[src/rtl/resource_fsm_receiver.sv]
// ============================================================================
// Module   : resource_fsm_receiver
// Brief    : Slot instruction receiver driving FSM_PER_SLOT independent
//            address generators (IDLE/RUN/GAP). Optional sticky err output
//            is enabled by defining RESOURCE_FSM_RECEIVER_ERR_EN.
// Revision : 1.0 - initial release
// ============================================================================
`default_nettype none

module resource_fsm_receiver #(
   parameter int FSM_PER_SLOT         = 4,
   parameter int RESOURCE_INSTR_WIDTH = 27,
   parameter int ADDR_WIDTH           = 6
) (
   input  logic                               clk,
   input  logic                               rst_n,
   input  logic                               instr_valid,
   input  logic [RESOURCE_INSTR_WIDTH-1:0]    instr,
   input  logic [FSM_PER_SLOT-1:0]            activate,
   output logic [FSM_PER_SLOT-1:0]            addr_valid,
   output logic [FSM_PER_SLOT*ADDR_WIDTH-1:0] addr,
   output logic [FSM_PER_SLOT-1:0]            busy
`ifdef RESOURCE_FSM_RECEIVER_ERR_EN
   ,
   output logic                               err
`endif
);

   localparam logic [2:0] c_OP_DSU = 3'd1;

   typedef enum logic [1:0] {
      S_IDLE = 2'd0,
      S_RUN  = 2'd1,
      S_GAP  = 2'd2
   } state_t;

   logic w_dsu;
   assign w_dsu = instr_valid && (instr[26:24] == c_OP_DSU);

   for (genvar p = 0; p < FSM_PER_SLOT; p++) begin : g_port
      state_t                r_state, w_state_nxt;
      logic [5:0]            r_cfg_init, r_cfg_iter, r_cfg_delay;
      logic [3:0]            r_cfg_step;
      logic [ADDR_WIDTH-1:0] r_cur, w_cur_nxt;
      logic [3:0]            r_step;
      logic [5:0]            r_delay;
      logic [5:0]            r_remain, w_remain_nxt;
      logic [5:0]            r_gap, w_gap_nxt;
      logic                  r_valid, w_valid_nxt;
      logic [ADDR_WIDTH-1:0] r_addr, w_addr_nxt;
      logic                  r_busy;
      logic                  w_load;
      logic                  w_cfg_wr;

      assign w_cfg_wr = w_dsu && (instr[23:22] == 2'(p));

      always_ff @(posedge clk or negedge rst_n) begin
         if (!rst_n) begin
            r_state     <= S_IDLE;
            r_cfg_init  <= '0;
            r_cfg_step  <= '0;
            r_cfg_iter  <= '0;
            r_cfg_delay <= '0;
            r_cur       <= '0;
            r_step      <= '0;
            r_delay     <= '0;
            r_remain    <= '0;
            r_gap       <= '0;
            r_valid     <= 1'b0;
            r_addr      <= '0;
            r_busy      <= 1'b0;
         end else begin
            r_state  <= w_state_nxt;
            r_cur    <= w_cur_nxt;
            r_remain <= w_remain_nxt;
            r_gap    <= w_gap_nxt;
            r_valid  <= w_valid_nxt;
            r_addr   <= w_addr_nxt;
            r_busy   <= (w_state_nxt != S_IDLE);
            // Working copy is taken from the config held before this edge.
            if (w_load) begin
               r_step  <= r_cfg_step;
               r_delay <= r_cfg_delay;
            end
            if (w_cfg_wr) begin
               r_cfg_init  <= instr[21:16];
               r_cfg_step  <= instr[15:12];
               r_cfg_iter  <= instr[11:6];
               r_cfg_delay <= instr[5:0];
            end
         end
      end

      always_comb begin
         w_state_nxt  = r_state;
         w_cur_nxt    = r_cur;
         w_remain_nxt = r_remain;
         w_gap_nxt    = r_gap;
         w_valid_nxt  = 1'b0;
         w_addr_nxt   = '0;
         w_load       = 1'b0;
         case (r_state)
            S_IDLE: begin
               if (activate[p]) begin
                  w_load       = 1'b1;
                  w_state_nxt  = S_RUN;
                  w_cur_nxt    = ADDR_WIDTH'(r_cfg_init);
                  w_remain_nxt = r_cfg_iter;
                  w_valid_nxt  = 1'b1;
                  w_addr_nxt   = ADDR_WIDTH'(r_cfg_init);
               end
            end
            S_RUN: begin
               if (r_remain == 6'd0) begin
                  w_state_nxt = S_IDLE;
               end else begin
                  w_cur_nxt    = r_cur + ADDR_WIDTH'(r_step);
                  w_remain_nxt = r_remain - 6'd1;
                  if (r_delay == 6'd0) begin
                     w_valid_nxt = 1'b1;
                     w_addr_nxt  = w_cur_nxt;
                  end else begin
                     w_state_nxt = S_GAP;
                     w_gap_nxt   = r_delay;
                  end
               end
            end
            S_GAP: begin
               if (r_gap == 6'd1) begin
                  w_state_nxt = S_RUN;
                  w_valid_nxt = 1'b1;
                  w_addr_nxt  = r_cur;
               end else begin
                  w_gap_nxt = r_gap - 6'd1;
               end
            end
            default: w_state_nxt = S_IDLE;
         endcase
      end

      assign addr_valid[p]                     = r_valid;
      assign addr[p*ADDR_WIDTH +: ADDR_WIDTH]  = r_addr;
      assign busy[p]                           = r_busy;
   end

`ifdef RESOURCE_FSM_RECEIVER_ERR_EN
   logic r_err;
   // busy mirrors the port state, so activate&busy flags a restart attempt.
   always_ff @(posedge clk or negedge rst_n) begin
      if (!rst_n) begin
         r_err <= 1'b0;
      end else if ((|(activate & busy)) || (instr_valid && (instr[26:24] != c_OP_DSU))) begin
         r_err <= 1'b1;
      end
   end
   assign err = r_err;
`endif

endmodule

`default_nettype wire

[config.mk]
export PLATFORM = sky130hd
export DESIGN_NAME = resource_fsm_receiver
export DESIGN_NICKNAME = d
export VERILOG_FILES = /design/src/rtl/resource_fsm_receiver.sv
export SDC_FILE = /design/constraint.sdc
export NUM_CORES = 1
export LEC_CHECK = 0
export CORE_MARGIN = 3
export CORE_UTILIZATION = 54
export DETAILED_ROUTE_END_ITERATION = 16
export GPL_TIMING_DRIVEN = 0
export PLACE_DENSITY = 0.84
export SYNTH_ARGS = -nofsm -noshare
export SYNTH_HDL_FRONTEND = slang
export SYNTH_SLANG_ARGS = --single-unit
[constraint.sdc]
create_clock -name clk -period 2.1 [get_ports clk]
set_clock_uncertainty 0.15 [all_clocks]
set_input_delay 0.42 -clock clk [delete_from_list [all_inputs] [get_ports clk]]
set_output_delay 0.42 -clock clk [all_outputs]
set_load 0.02 [all_outputs]
# Word level (Yosys, flattened, before mapping)
# Index checks and enable logic that the tools add are counted.
# W data, S select, Z words.
# totals
reg_bits	240
word_cells	238
# op_classes
n_addsub	12
eq_ne	32
muxes	104
reduce_logical	38
# op_table
operator	count
$mux W6	44
$pmux W6 S2	12
$pmux W6 S3	4
$logic_not A6 Y1	8
$sub A6 B1 Y6 const B	8
$mux W2	16
$ne A2 B2 Y1 const B	16
$add A6 B4 Y6	4
$eq A6 B1 Y1 const B	4
$pmux W2 S3	4
$reduce_bool A2 Y1	12
$mux W1	20
$reduce_and A4 Y1	4
$eq A2 B2 Y1 const B	6
$pmux W1 S3	4
$reduce_and A3 Y1	4
$eq A2 B1 Y1 const B	5
$logic_not A2 Y1	5
$logic_and A1 B1 Y1	5
$eq A3 B1 Y1 const B	1

# Depth between registers and ports, before layout
# logic_depth
word_depth	5
mapped_depth	8

# Least setup slack after synthesis
# No wires, ideal clock.
# synth_timing
path_type	reg-to-reg
startpoint	reg g_port[1].r_remain[0]
endpoint	reg g_port[1].r_remain[0]
setup_ns	0.128
arrival_time_ns	1.849
required_ns	1.822
setup_slack_ns	-0.026
path_stages_with_launch	9
path_buffers	1
period_less_slack_ns	2.126
cell_sequence	dfrtp_1 > inv_1 > ha_1 > or3b_4 > o31a_4 > or2_1 > buf_6 > nand3_2 > o211ai_2
# synth_via
elab_chain_cells	3
# synth_rtl
element	line	text
start, declared	47	logic [5:0] r_remain, w_remain_nxt;
start signal, assigned	75	r_remain <= w_remain_nxt;
$sub A6 B1 Y6 / $logic_not A6 Y1 (equally long branches)	118, 114	
$mux W6 / $ne A2 B2 Y1 (equally long branches)	--	
$pmux W6 S2 / $reduce_and A3 Y1 (equally long branches)	--	
# Parallel ways exist; a longest one is shown, timed or not. The select of a mux whose other input is x is not followed.
# A chain may end at the register's enable or synchronous reset.

# Worst setup path in the final report
# layout_timing
startpoint	reg g_port[0].r_remain[0]
endpoint	reg g_port[0].r_remain[1]
# layout_via
elab_chain_cells	3
# layout_rtl
element	line
start, declared	47
start signal, assigned	75
$sub A6 B1 Y6 / $logic_not A6 Y1 (equally long branches)	118, 114
$mux W6 / $ne A2 B2 Y1 (equally long branches)	--
$pmux W6 S2 / $reduce_and A3 Y1 (equally long branches)	--
# Parallel ways exist; a longest one is shown, timed or not. The select of a mux whose other input is x is not followed.

==> results.md <==
- Outcome: finished, violations left
- Failing checks: setup timing
- Post-synth EDFFs: 0
- Number of fill cells: 1386
- Yosys warns: 0
- Avg Vias per Cell: 6.20
- Synth Instances: 1019
- Main synth FF type: dfrtp_1
- DR iter-0 viols: 962
- Mean routed wirelength per cell: 20.4 microns
- Vias: 8972
- Final worst setup slack: -0.139 ns
- Initial Util: 55.4%
- GRT overflow: 0
- Max cap viols: 0
- VDD IR max: 826 uV
- Final hold viol count: 0
- Tot GR Track Use: 25.4%
- Drt total wl: 29500 microns
- Worst Path Arrival: 2.52 ns
- Distinct cells, synth: 72
- Sequential area share after synthesis: 53.3%
- Fin. max-slew vios: 0
- Final setup viols: 40
- Fraction of layout cells with a size suffix above 1: 28.1%
- Die Wd: 151 microns
- Post-synth ARST share: 100%
- CP max FO: 5
- Synthesized area: 11300 sq um
- Clock Latency Late Sink: 0.53 ns
- Antenna violations before repair: 0
- Worst Setup Start Kind: flip-flop
- Row cnt: 52
- H-Tree Depth: 1
- Share of the synthesized area in the top cell type: 53.3%
- Pwr/cell area: 1550 nW/um^2
- First drt pass iteration count: 7
- Worst slew margin: 42.9%
- Core Area: 20400 sq um
- DIE HEIGHT: 151 microns
- Final worst-path cycle share: 107%
- CTS tree: yes
- Inserted Clock Buffers: 25
- Reg clk slew, reported paths: 0.06 ns
- Largest net degree at the start of global routing: 129
- Area growth, synth to finish: 23.8%
- Clk root buf: clkbuf_16
- Synthesized area per cell: 11.1 sq um
- Unrepaired setup endpoints after global routing: yes
- Port bufs: 65
- Clk buf depth: 3
- CP endpoint kind: flip-flop
- Setup_tns: -2.18 ns
- Detail Route Antenna Nets: 0
- I/O Pins: 66
- Fmax: 447 MHz
- Post-synthesis register bit count: 240
- Pre-CTS WS: -0.502 ns
- Final GP Congestion: 0.903
- Critical path class: reg -> reg
- Data required time of the critical path: 2.38 ns
- Synth area leaders: dfrtp_1 53%, mux2_2 11%, nand2_1 3.6%, ha_1 3.1%, nor2_1 2.5%
- Drt drc: 0
- Hold WC Path Type: reg -> reg
- Cells after DPL: 1355
- Top cell type by total area after synthesis: dfrtp_1
- First-pass GRT wire length: 45500 microns
- Die area: 22700 sq um
- Final Critical Period: 2.24 ns
- Layout Cells excl Fill: 1447
- Clock sink count: 240
- Final #Nets: 1226
- Vias in the first global route: 8686
- Worst-Margin Slew: 0.857 ns
- Placed wire-length estimate: 18000 microns
- Mapped Nets: 1085
- Leak Pwr: 6.32 nW
[cells in the mapped netlist, types with 9 or more instances]
cell and count:
a211oi_1 10, a21o_1 10, a21oi_1 53, a22oi_1 17, a31oi_1 10, and2_1 9
buf_2 10, buf_4 10, clkbuf_1 21, dfrtp_1 240, ha_1 28, inv_1 32
mux2_2 113, nand2_1 107, nand2b_1 10, nand3_1 24, nor2_1 74, nor2b_1 10
nor3_1 23, o21ai_0 44, o22ai_1 9, o31ai_1 9
[power by group]
| part | internal (W) | switching, W |
|---|---|---|
| Clock | 0.00260 | 0.00179 |
| Combinational | 0.00437 | 0.00510 |
| Sequential | 0.00621 | 0.00153 |
[per-layer routing]
layer	vias up	global-route usage [%]	wire (microns)	share of wire (%)
met5	-	0	0	0
met4	0	11.4	1500	5.1
met3	119	5.06	2310	7.8
met2	459	40.6	14100	48
met1	4439	33.7	11600	39
li1	3955	-	-	-
[state kept, by name (all words and copies together), names as in the netlist]
name	flops
g_port.r_delay	24
g_port.r_cur	24
g_port.r_addr	24
g_port.r_remain	24
g_port.r_state	8
g_port.r_cfg_iter	24
g_port.r_step	16
g_port.r_cfg_delay	24
g_port.r_busy	4
g_port.r_cfg_step	16
g_port.r_cfg_init	24
g_port.r_valid	4
g_port.r_gap	24
[cell type report]
cell class / count / area [sq um] / area share (%)
antenna: 1 / 2.50 / 0.0179
buffer: 45 / 269 / 1.93
clock buffer: 36 / 717 / 5.14
clock inverter: 7 / 88.8 / 0.636
inverter: 32 / 120 / 0.861
multi-input combinational: 699 / 5320 / 38.1
sequential: 240 / 6010 / 43.0
tap: 270 / 338 / 2.42
timing repair buffer: 117 / 1100 / 7.85
[through the flow]
stage / hold WS, ns / util, % / total power (W) / area, sq um
3_5_place_dp: 0.317 / 60.4 / 0.0150 / 12300
4_1_cts: 0.322 / 67.1 / 0.0206 / 13700
2_1_floorplan: -0.0256 / - / 0.0128 / 11300
3_3_place_gp: 0.295 / 60.2 / 0.0146 / 12300
6_report: 0.318 / 68.5 / 0.0216 / 14000
5_1_grt: 0.348 / 68.5 / 0.0229 / 14000
[cell usage in the layout, fill, tap and decap left out, types with 10 or more instances in the layout]
master           netlist  layout
a21o_1                10      10
a21oi_1               53      45
a22oi_1               17      15
a31oi_1               10      10
buf_4                 10      45
buf_6                  1      15
clkbuf_1              21      19
clkbuf_16              0      25
clkdlybuf4s50_1        0      55
dfrtp_1              240     240
ha_1                  28      22
inv_1                 32      23
mux2_2               113     113
nand2_1              107     101
nand3_1               24      24
nor2_1                74      70
nor2_4                 0      10
nor2b_1               10      10
nor3_1                23      19
o21ai_0               44      27
o21ai_1                6      13
o21ai_2                0      10
[worst max-delay path, cell delays in order (launching register included)]
cell,delay [ns]
dfrtp_1,0.40
inv_2,0.11
ha_4,0.15
or3b_4,0.41
o31ai_4,0.21
buf_6,0.17
and2_4,0.16
buf_6,0.13
a211oi_2,0.04
a21oi_1,0.21
[logic make-up after synthesis]
kind of cell | Yosys count | synth area share, %
AO/OA/AOI/OAI | 228 | 13.9
XOR/XNOR | 14 | 1.09
adder cells (fa/ha/maj) | 32 | 3.82
buffers and inverters | 80 | 3.17
flip-flops | 240 | 53.3
multiplexers | 119 | 11.9
AND/OR/NAND/NOR | 306 | 12.9
[path summary, 6_finish.rpt]
kind                                                 to  slack [ns]  cells after the start                      from
worst max-delay path              g_port[0].r_remain[1]       -0.14                      9     g_port[0].r_remain[0]
worst min-delay path               g_port[0].r_delay[0]        0.32                      2  g_port[0].r_cfg_delay[0]
worst max register to register    g_port[0].r_remain[1]       -0.14                      9     g_port[0].r_remain[0]
worst min register to register     g_port[0].r_delay[0]        0.32                      2  g_port[0].r_cfg_delay[0]
max in group asynchronous       g_port[0].r_cfg_iter[1]        0.29                      3                     rst_n
min in group asynchronous            g_port[2].r_gap[5]        0.37                      2                     rst_n
[what timing repair did]
item / in CTS / in global routing
cloned: 3 / 3
hold endpoints to repair: 112 / 0
resized for setup: 85 / 73
hold buffers: 1 / 0
buffers inserted: 34 / 11
setup endpoints to repair: 87 / 131
pin swaps: 39 / 35
Power figures use the tool's default switching activity.
